## src/rtl/chrono_key_ctrl.sv

```systemverilog
// Start/pause/clear controller for a chronometer: two debounced active-low keys drive a 3-state FSM.
// Build option: define LONG_PRESS_CLEAR_EN so that key_n[1] clears only after a long hold.
//
// state  | meaning
// -------+--------------------------------------------
// IDLE   | chronometer zeroed/stopped, run = 0
// RUN    | chronometer counting, run = 1
// PAUSED | chronometer holding its value, run = 0
module chrono_key_ctrl #(
    parameter int CLK_HZ        = 50000000,
    parameter int DEBOUNCE_MS   = 20,
    parameter int LONG_PRESS_MS = 1000
) (
    input  logic       clk,
    input  logic       rst_a_n,
    input  logic [1:0] key_n,
    output logic       run,
    output logic       clear,
    output logic [1:0] state
);

    localparam int TICKS_MS = CLK_HZ / 1000;
    localparam int DB_RAW   = TICKS_MS * DEBOUNCE_MS;
    localparam int DB_N     = (DB_RAW < 1) ? 1 : DB_RAW;
    localparam int DB_W     = $clog2(DB_N + 1);
    localparam logic [DB_W-1:0] DB_LAST = DB_W'(DB_N - 1);

    typedef enum logic [1:0] {
        IDLE   = 2'b00,
        RUN    = 2'b01,
        PAUSED = 2'b10
    } state_t;

    logic [1:0]           sync1_q, sync2_q;
    logic [1:0]           deb_q, deb_d;
    logic [1:0][DB_W-1:0] db_cnt_q, db_cnt_d;
    logic                 start_dly_q;
    logic                 start_evt_q, start_evt_d;
    logic                 clr_evt_q, clr_evt_d;
    state_t               state_q, state_d;
    logic                 run_q, run_d;
    logic                 clear_q, clear_d;

    always_ff @(posedge clk or negedge rst_a_n) begin
        if (!rst_a_n) begin
            sync1_q     <= 2'b11;
            sync2_q     <= 2'b11;
            deb_q       <= 2'b11;
            db_cnt_q    <= '0;
            start_dly_q <= 1'b1;
            start_evt_q <= 1'b0;
            clr_evt_q   <= 1'b0;
        end else begin
            sync1_q     <= key_n;
            sync2_q     <= sync1_q;
            deb_q       <= deb_d;
            db_cnt_q    <= db_cnt_d;
            start_dly_q <= deb_q[0];
            start_evt_q <= start_evt_d;
            clr_evt_q   <= clr_evt_d;
        end
    end

    // Any return to the accepted level before the threshold restarts the count.
    always_comb begin
        deb_d    = deb_q;
        db_cnt_d = db_cnt_q;
        for (int i = 0; i < 2; i++) begin
            if (sync2_q[i] == deb_q[i]) begin
                db_cnt_d[i] = '0;
            end else if (db_cnt_q[i] == DB_LAST) begin
                deb_d[i]    = sync2_q[i];
                db_cnt_d[i] = '0;
            end else begin
                db_cnt_d[i] = db_cnt_q[i] + DB_W'(1);
            end
        end
    end

    assign start_evt_d = start_dly_q & ~deb_q[0];

`ifdef LONG_PRESS_CLEAR_EN
    localparam int LP_RAW = TICKS_MS * LONG_PRESS_MS;
    localparam int LP_L   = (LP_RAW < 1) ? 1 : LP_RAW;
    localparam int LP_W   = $clog2(LP_L + 1);
    localparam logic [LP_W-1:0] LP_LAST = LP_W'(LP_L - 1);

    logic [LP_W-1:0] lp_cnt_q, lp_cnt_d;
    logic            lp_done_q, lp_done_d;

    always_ff @(posedge clk or negedge rst_a_n) begin
        if (!rst_a_n) begin
            lp_cnt_q  <= '0;
            lp_done_q <= 1'b0;
        end else begin
            lp_cnt_q  <= lp_cnt_d;
            lp_done_q <= lp_done_d;
        end
    end

    // lp_done_q blocks a second clear until the debounced key is released.
    always_comb begin
        lp_cnt_d  = lp_cnt_q;
        lp_done_d = lp_done_q;
        clr_evt_d = 1'b0;
        if (deb_q[1]) begin
            lp_cnt_d  = '0;
            lp_done_d = 1'b0;
        end else if (!lp_done_q) begin
            if (lp_cnt_q == LP_LAST) begin
                clr_evt_d = 1'b1;
                lp_done_d = 1'b1;
                lp_cnt_d  = '0;
            end else begin
                lp_cnt_d = lp_cnt_q + LP_W'(1);
            end
        end
    end
`else
    logic clr_dly_q;

    always_ff @(posedge clk or negedge rst_a_n) begin
        if (!rst_a_n) begin
            clr_dly_q <= 1'b1;
        end else begin
            clr_dly_q <= deb_q[1];
        end
    end

    assign clr_evt_d = clr_dly_q & ~deb_q[1];
`endif

    always_ff @(posedge clk or negedge rst_a_n) begin
        if (!rst_a_n) begin
            state_q <= IDLE;
            run_q   <= 1'b0;
            clear_q <= 1'b0;
        end else begin
            state_q <= state_d;
            run_q   <= run_d;
            clear_q <= clear_d;
        end
    end

    // Clear outranks a simultaneous start.
    always_comb begin
        state_d = state_q;
        if (clr_evt_q) begin
            state_d = IDLE;
        end else if (start_evt_q) begin
            case (state_q)
                IDLE:    state_d = RUN;
                RUN:     state_d = PAUSED;
                PAUSED:  state_d = RUN;
                default: state_d = IDLE;
            endcase
        end
    end

    always_comb begin
        run_d   = (state_d == RUN);
        clear_d = clr_evt_q;
    end

    assign run   = run_q;
    assign clear = clear_q;
    assign state = state_q;

endmodule

```

## config.mk

```make
export PLATFORM = sky130hd
export DESIGN_NAME = chrono_key_ctrl
export DESIGN_NICKNAME = d
export VERILOG_FILES = /design/src/rtl/chrono_key_ctrl.sv
export SDC_FILE = /design/constraint.sdc
export NUM_CORES = 1
export LEC_CHECK = 0
export CAP_MARGIN = 20
export CORE_ASPECT_RATIO = 1.1
export CORE_UTILIZATION = 35
export DETAILED_ROUTE_END_ITERATION = 8
export DONT_BUFFER_PORTS = 1
export GPL_TIMING_DRIVEN = 0
export HOLD_SLACK_MARGIN = 0.08
export SYNTH_ARGS = -nofsm -noshare
export SYNTH_HDL_FRONTEND = slang
export SYNTH_SLANG_ARGS = --single-unit
```

## constraint.sdc

```tcl
create_clock -name clk -period 2.3 [get_ports clk]
set_input_delay 0.46 -clock clk [delete_from_list [all_inputs] [get_ports clk]]
set_output_delay 0.46 -clock clk [all_outputs]
set_load 0.01 [all_outputs]
```

---- Yosys cells after proc, flatten, opt, wreduce, memory -nomap -nowiden ----
Index checks and enable logic that the tools add are counted.
storage, ports and cells
  flip-flop bits (word level) ............. 54
  word-level logic and storage cells ...... 39
operators by class
  add/sub/neg operators ................... 2
  equal/unequal tests ..................... 7
  muxes and demuxes ....................... 7
  bitwise gates (word level) .............. 6
  reduce and logical (&&, ||, !) cells .... 4
operator list
  kind                   count
  $mux 20                4
  $add 20x1->20 const B  2
  $eq 20x20->1 const B   2
  $eq 2x1->1 const B     2
  $mux 2                 2
  $not 1->1              4
  $pmux 2 s2             1
  $reduce_and 2->1       2
  $and 1x1->1            2
  $eq 1x1->1             2
  $eq 2x2->1 const B     1
  $logic_not 2->1        1
  $reduce_or 2->1        1

---- Logic depth before layout (Yosys ltp) ----
  depth after elaboration ................. 6
  mapped depth ............................ 7
  gate-level depth less buffers ........... 5

---- Worst setup path after synthesis ----
OpenSTA, ideal clock, no wires.
  kind .................................... register to register
  from .................................... reg db_cnt_q[0] in the netlist's numbering
  to ...................................... reg db_cnt_q[18] in the netlist's numbering
  setup time .............................. 0.073 ns
  arrival time ............................ 1.912 ns
  required time ........................... 2.227 ns
  setup slack ............................. 0.315 ns
  stages on the path, launching flop included .. 7
  period minus slack after synthesis ...... 1.985 ns
  cell sequence ........................... dfrtp_1 -> ha_1 -> nand2_1 -> or4_1 -> buf_2 -> or4_4 -> a21oi_2
RTL lines
  what                    line  RTL
  from (decl)             36    logic [1:0][DB_W-1:0] db_cnt_q, db_cnt_d;
  from (signal assigned)  57    db_cnt_q <= db_cnt_d;

==> impl_metrics.env <==
export IMPL_status="completed"
export IMPL_power_total_mw=1.60
export IMPL_holdWs_ps=135
export IMPL_root_buffer="clkbuf_8"
export IMPL_final_hold_viol_count=0
export IMPL_finalCriticalPeriod_ps=2120
export IMPL_path_cells="ha_1 -> nand2_1 -> or4_1 -> buf_2 -> or4_4 -> a21oi_2"
export IMPL_setup_viol_count_final=0
export IMPL_yosysWarnings=0
export IMPL_drive_gt1_share_pct=11.0
export IMPL_antennaDiodeCount=0
export IMPL_worstPathRequired_ps=2550
export IMPL_viasPerCell=5.16
export IMPL_worst_slew_pin_slew_ps=350
export IMPL_cts_setup_buffers=0
export IMPL_cp_arrival_ps=2370
export IMPL_clkPwrFrac_pct=35.3
export IMPL_end_kind="flip-flop"
export IMPL_multiInputGateArea_um2=1060
export IMPL_grt_first_pass_wirelength_um=7330
export IMPL_finish_utilization_pct=40.5
export IMPL_io_buffers=0
export IMPL_die_h_um=89.9
export IMPL_worstHoldStart="key_n[1]"
export IMPL_ant_nets=0
export IMPL_crit_fanout=7
export IMPL_final_common_cell="dfrtp_1"
export IMPL_grt_overflow_total=0
export IMPL_place_ws_ps=-73.6
export IMPL_p_leak_nw=1.08
export IMPL_power_switching_mw=0.387
export IMPL_ir_worst_vdd_v=0.000223
export IMPL_start_util_pct=36.8
export IMPL_dieArea_um2=7360
export IMPL_ys_types=32
export IMPL_grt_pass1_vias=1676
export IMPL_slew_limit_headroom_pct=76.5
export IMPL_maxCapViolations=0
export IMPL_core_um2=6670
export IMPL_htree_levels=2
export IMPL_critical_path_buf_inv_count=1
export IMPL_drc=0
export IMPL_dp_cells=318
export IMPL_clk_pin_slew_ps=100
export IMPL_skew_ps=11.8
export IMPL_critPathLaunch="db_cnt_q[0]"
export IMPL_regArea_um2=1360
export IMPL_drtPass1Iterations=4
export IMPL_place_gp_congestion=0.789
export IMPL_grt_max_degree=55
export IMPL_rr_startpoint="db_cnt_q[0]"
export IMPL_io_pins=8
export IMPL_cts_buffer_depth=2
export IMPL_die_w_um=81.9
export IMPL_clk_latency_ps=310
export IMPL_clock_fmax_mhz=472
export IMPL_cts_tree="yes"
export IMPL_synth_fp_nets=242
export IMPL_seq_area_frac_synth_pct=55.4
export IMPL_p_comb_share_pct=3.6
export IMPL_numCtsBuffers=5
export IMPL_p_seq_share_pct=61.2
export IMPL_slew_viol_final=0
export IMPL_postSynthCellCount=236
export IMPL_timing_setup_tns_ps=0
export IMPL_clock_sinks=54
export IMPL_wire_per_inst_um=12.7
export IMPL_rsz0062_at_grt="no"
export IMPL_syn_to_final_growth_pct=10.1
export IMPL_fillers=659
export IMPL_postPlaceCellArea_um2=2560
export IMPL_drt_initial_drc_count=56
export IMPL_routed_wirelength_um=4150
export IMPL_nets=251
export IMPL_start_kind="flip-flop"
export IMPL_cp_slowest_stage_delay_ps=490
export IMPL_worst_slack_ps=181
export IMPL_hp_class="input pin to flip-flop"
export IMPL_p_int_mw=1.21
export IMPL_vias=1691
export IMPL_stdcell_count=328
export IMPL_grtUsageTotal_pct=12.9
export IMPL_synth_area_um2=2460
export IMPL_layout_common_cells="dfrtp_1, nor2_1, nand3_1"
export IMPL_rows=31
export IMPL_powerDensity_nw_per_um2=590
export IMPL_grt_antenna_before_repair=0
export IMPL_synth_seq_cells=54
export IMPL_period_share_pct=92.1
export IMPL_synth_avg_cell_area_um2=10.4
export IMPL_p_sw_share_pct=24.3
export IMPL_stdcell_area_um2=2710
export IMPL_hpwl_um=2840
export IMPL_crit_type="flip-flop to flip-flop"
export IMPL_crit_family="simple AND/OR/NAND/NOR gates"
export IMPL_cp_slowest_cell="or4_1"
==> power by group through the flow <==
| stage | combinational, mW | sequential (mW) | clock, mW |
|---|---|---|---|
| global placement | 0.0317 | 0.993 | 0 |
| floorplan | 0.0252 | 0.992 | 0 |
| CTS | 0.0594 | 0.976 | 0.587 |
| global route | 0.0668 | 0.978 | 0.631 |
| finish | 0.0569 | 0.976 | 0.562 |
| detailed placement | 0.0323 | 0.994 | 0 |
==> cell usage after synthesis (all sizes together) <==
master,n,share of area [%]
o31ai,3,0.92
nand2,10,1.5
inv,5,0.76
xnor2,11,3.9
nand4,10,2.5
or4,7,2.3
o21ai,11,2.2
and4,5,1.8
or4b,1,0.41
nor3,4,0.82
clkbuf,3,0.46
and3,2,0.51
xor2,16,5.7
nand2b,2,0.51
nand3b,1,0.31
dfstp,8,8.6
nor4,6,1.5
nor2b,2,0.51
nor2,32,4.9
ha,2,1.0
buf,4,0.82
mux2,2,0.92
nand3,18,4.2
nor4bb,1,0.41
and2,2,0.51
a21oi,13,2.8
dfrtp,46,47
or3,9,2.3
==> routing by layer <==
metal | routed length (um) | track usage [%] | share of wire, %
met1 | 2020 | 16.0 | 49
met4 | 63 | 4.82 | 1.5
met3 | 82 | 3.65 | 2.0
met5 | 0 | 0 | 0
met2 | 1990 | 20.8 | 48
==> worst paths after layout <==
path	to	slack, ps	depth (start not counted)
worst max-delay path	db_cnt_q[18]	180	6
worst min-delay path	sync1_q[1]	140	0
worst max register to register	db_cnt_q[18]	180	6
worst min register to register	sync2_q[0]	360	0
max in group asynchronous	sync1_q[0]	1360	2
min in group asynchronous	db_cnt_q[37]	640	2
==> registers in the layout, indices dropped and copies added (netlist names) <==
name         cells
db_cnt_q        40
clr_dly_q        1
sync1_q          2
start_evt_q      1
sync2_q          2
clear_d          1
clear            1
start_dly_q      1
run              1
state            2
deb_q            2
==> worst reg2reg max path, cell delays in order (launching register included) <==
cell     delay, ps
dfrtp_1        420
ha_1           250
nand2_1        110
or4_1          490
buf_2          170
or4_4          480
a21oi_2        130
==> logic make-up after synthesis <==
group           count (synthesis)  share of synthesized area, %
mux                             2                         0.917
fa+ha+maj                       2                          1.02
xor+xnor                       27                          9.63
simple gates                  112                          25.0
buf+inv                        12                          2.04
flops                          54                          55.4
compound gates                 27                          5.96
==> what timing repair did <==
item	4_1_cts	5_1_grt
hold buffers	2	0
resized for setup	1	1
setup endpoints to repair	10	6
hold endpoints to repair	54	0
==> layout make-up <==
class / count / share of cell area (%)
sequential: 54 / 50.3
multi-input combinational: 170 / 39.0
tap: 82 / 3.79
clock buffer: 5 / 2.54
timing repair buffer: 2 / 1.39
buffer: 7 / 1.16
clock inverter: 3 / 1.06
inverter: 5 / 0.694
No activity file was read; power rests on OpenSTA's default activity.
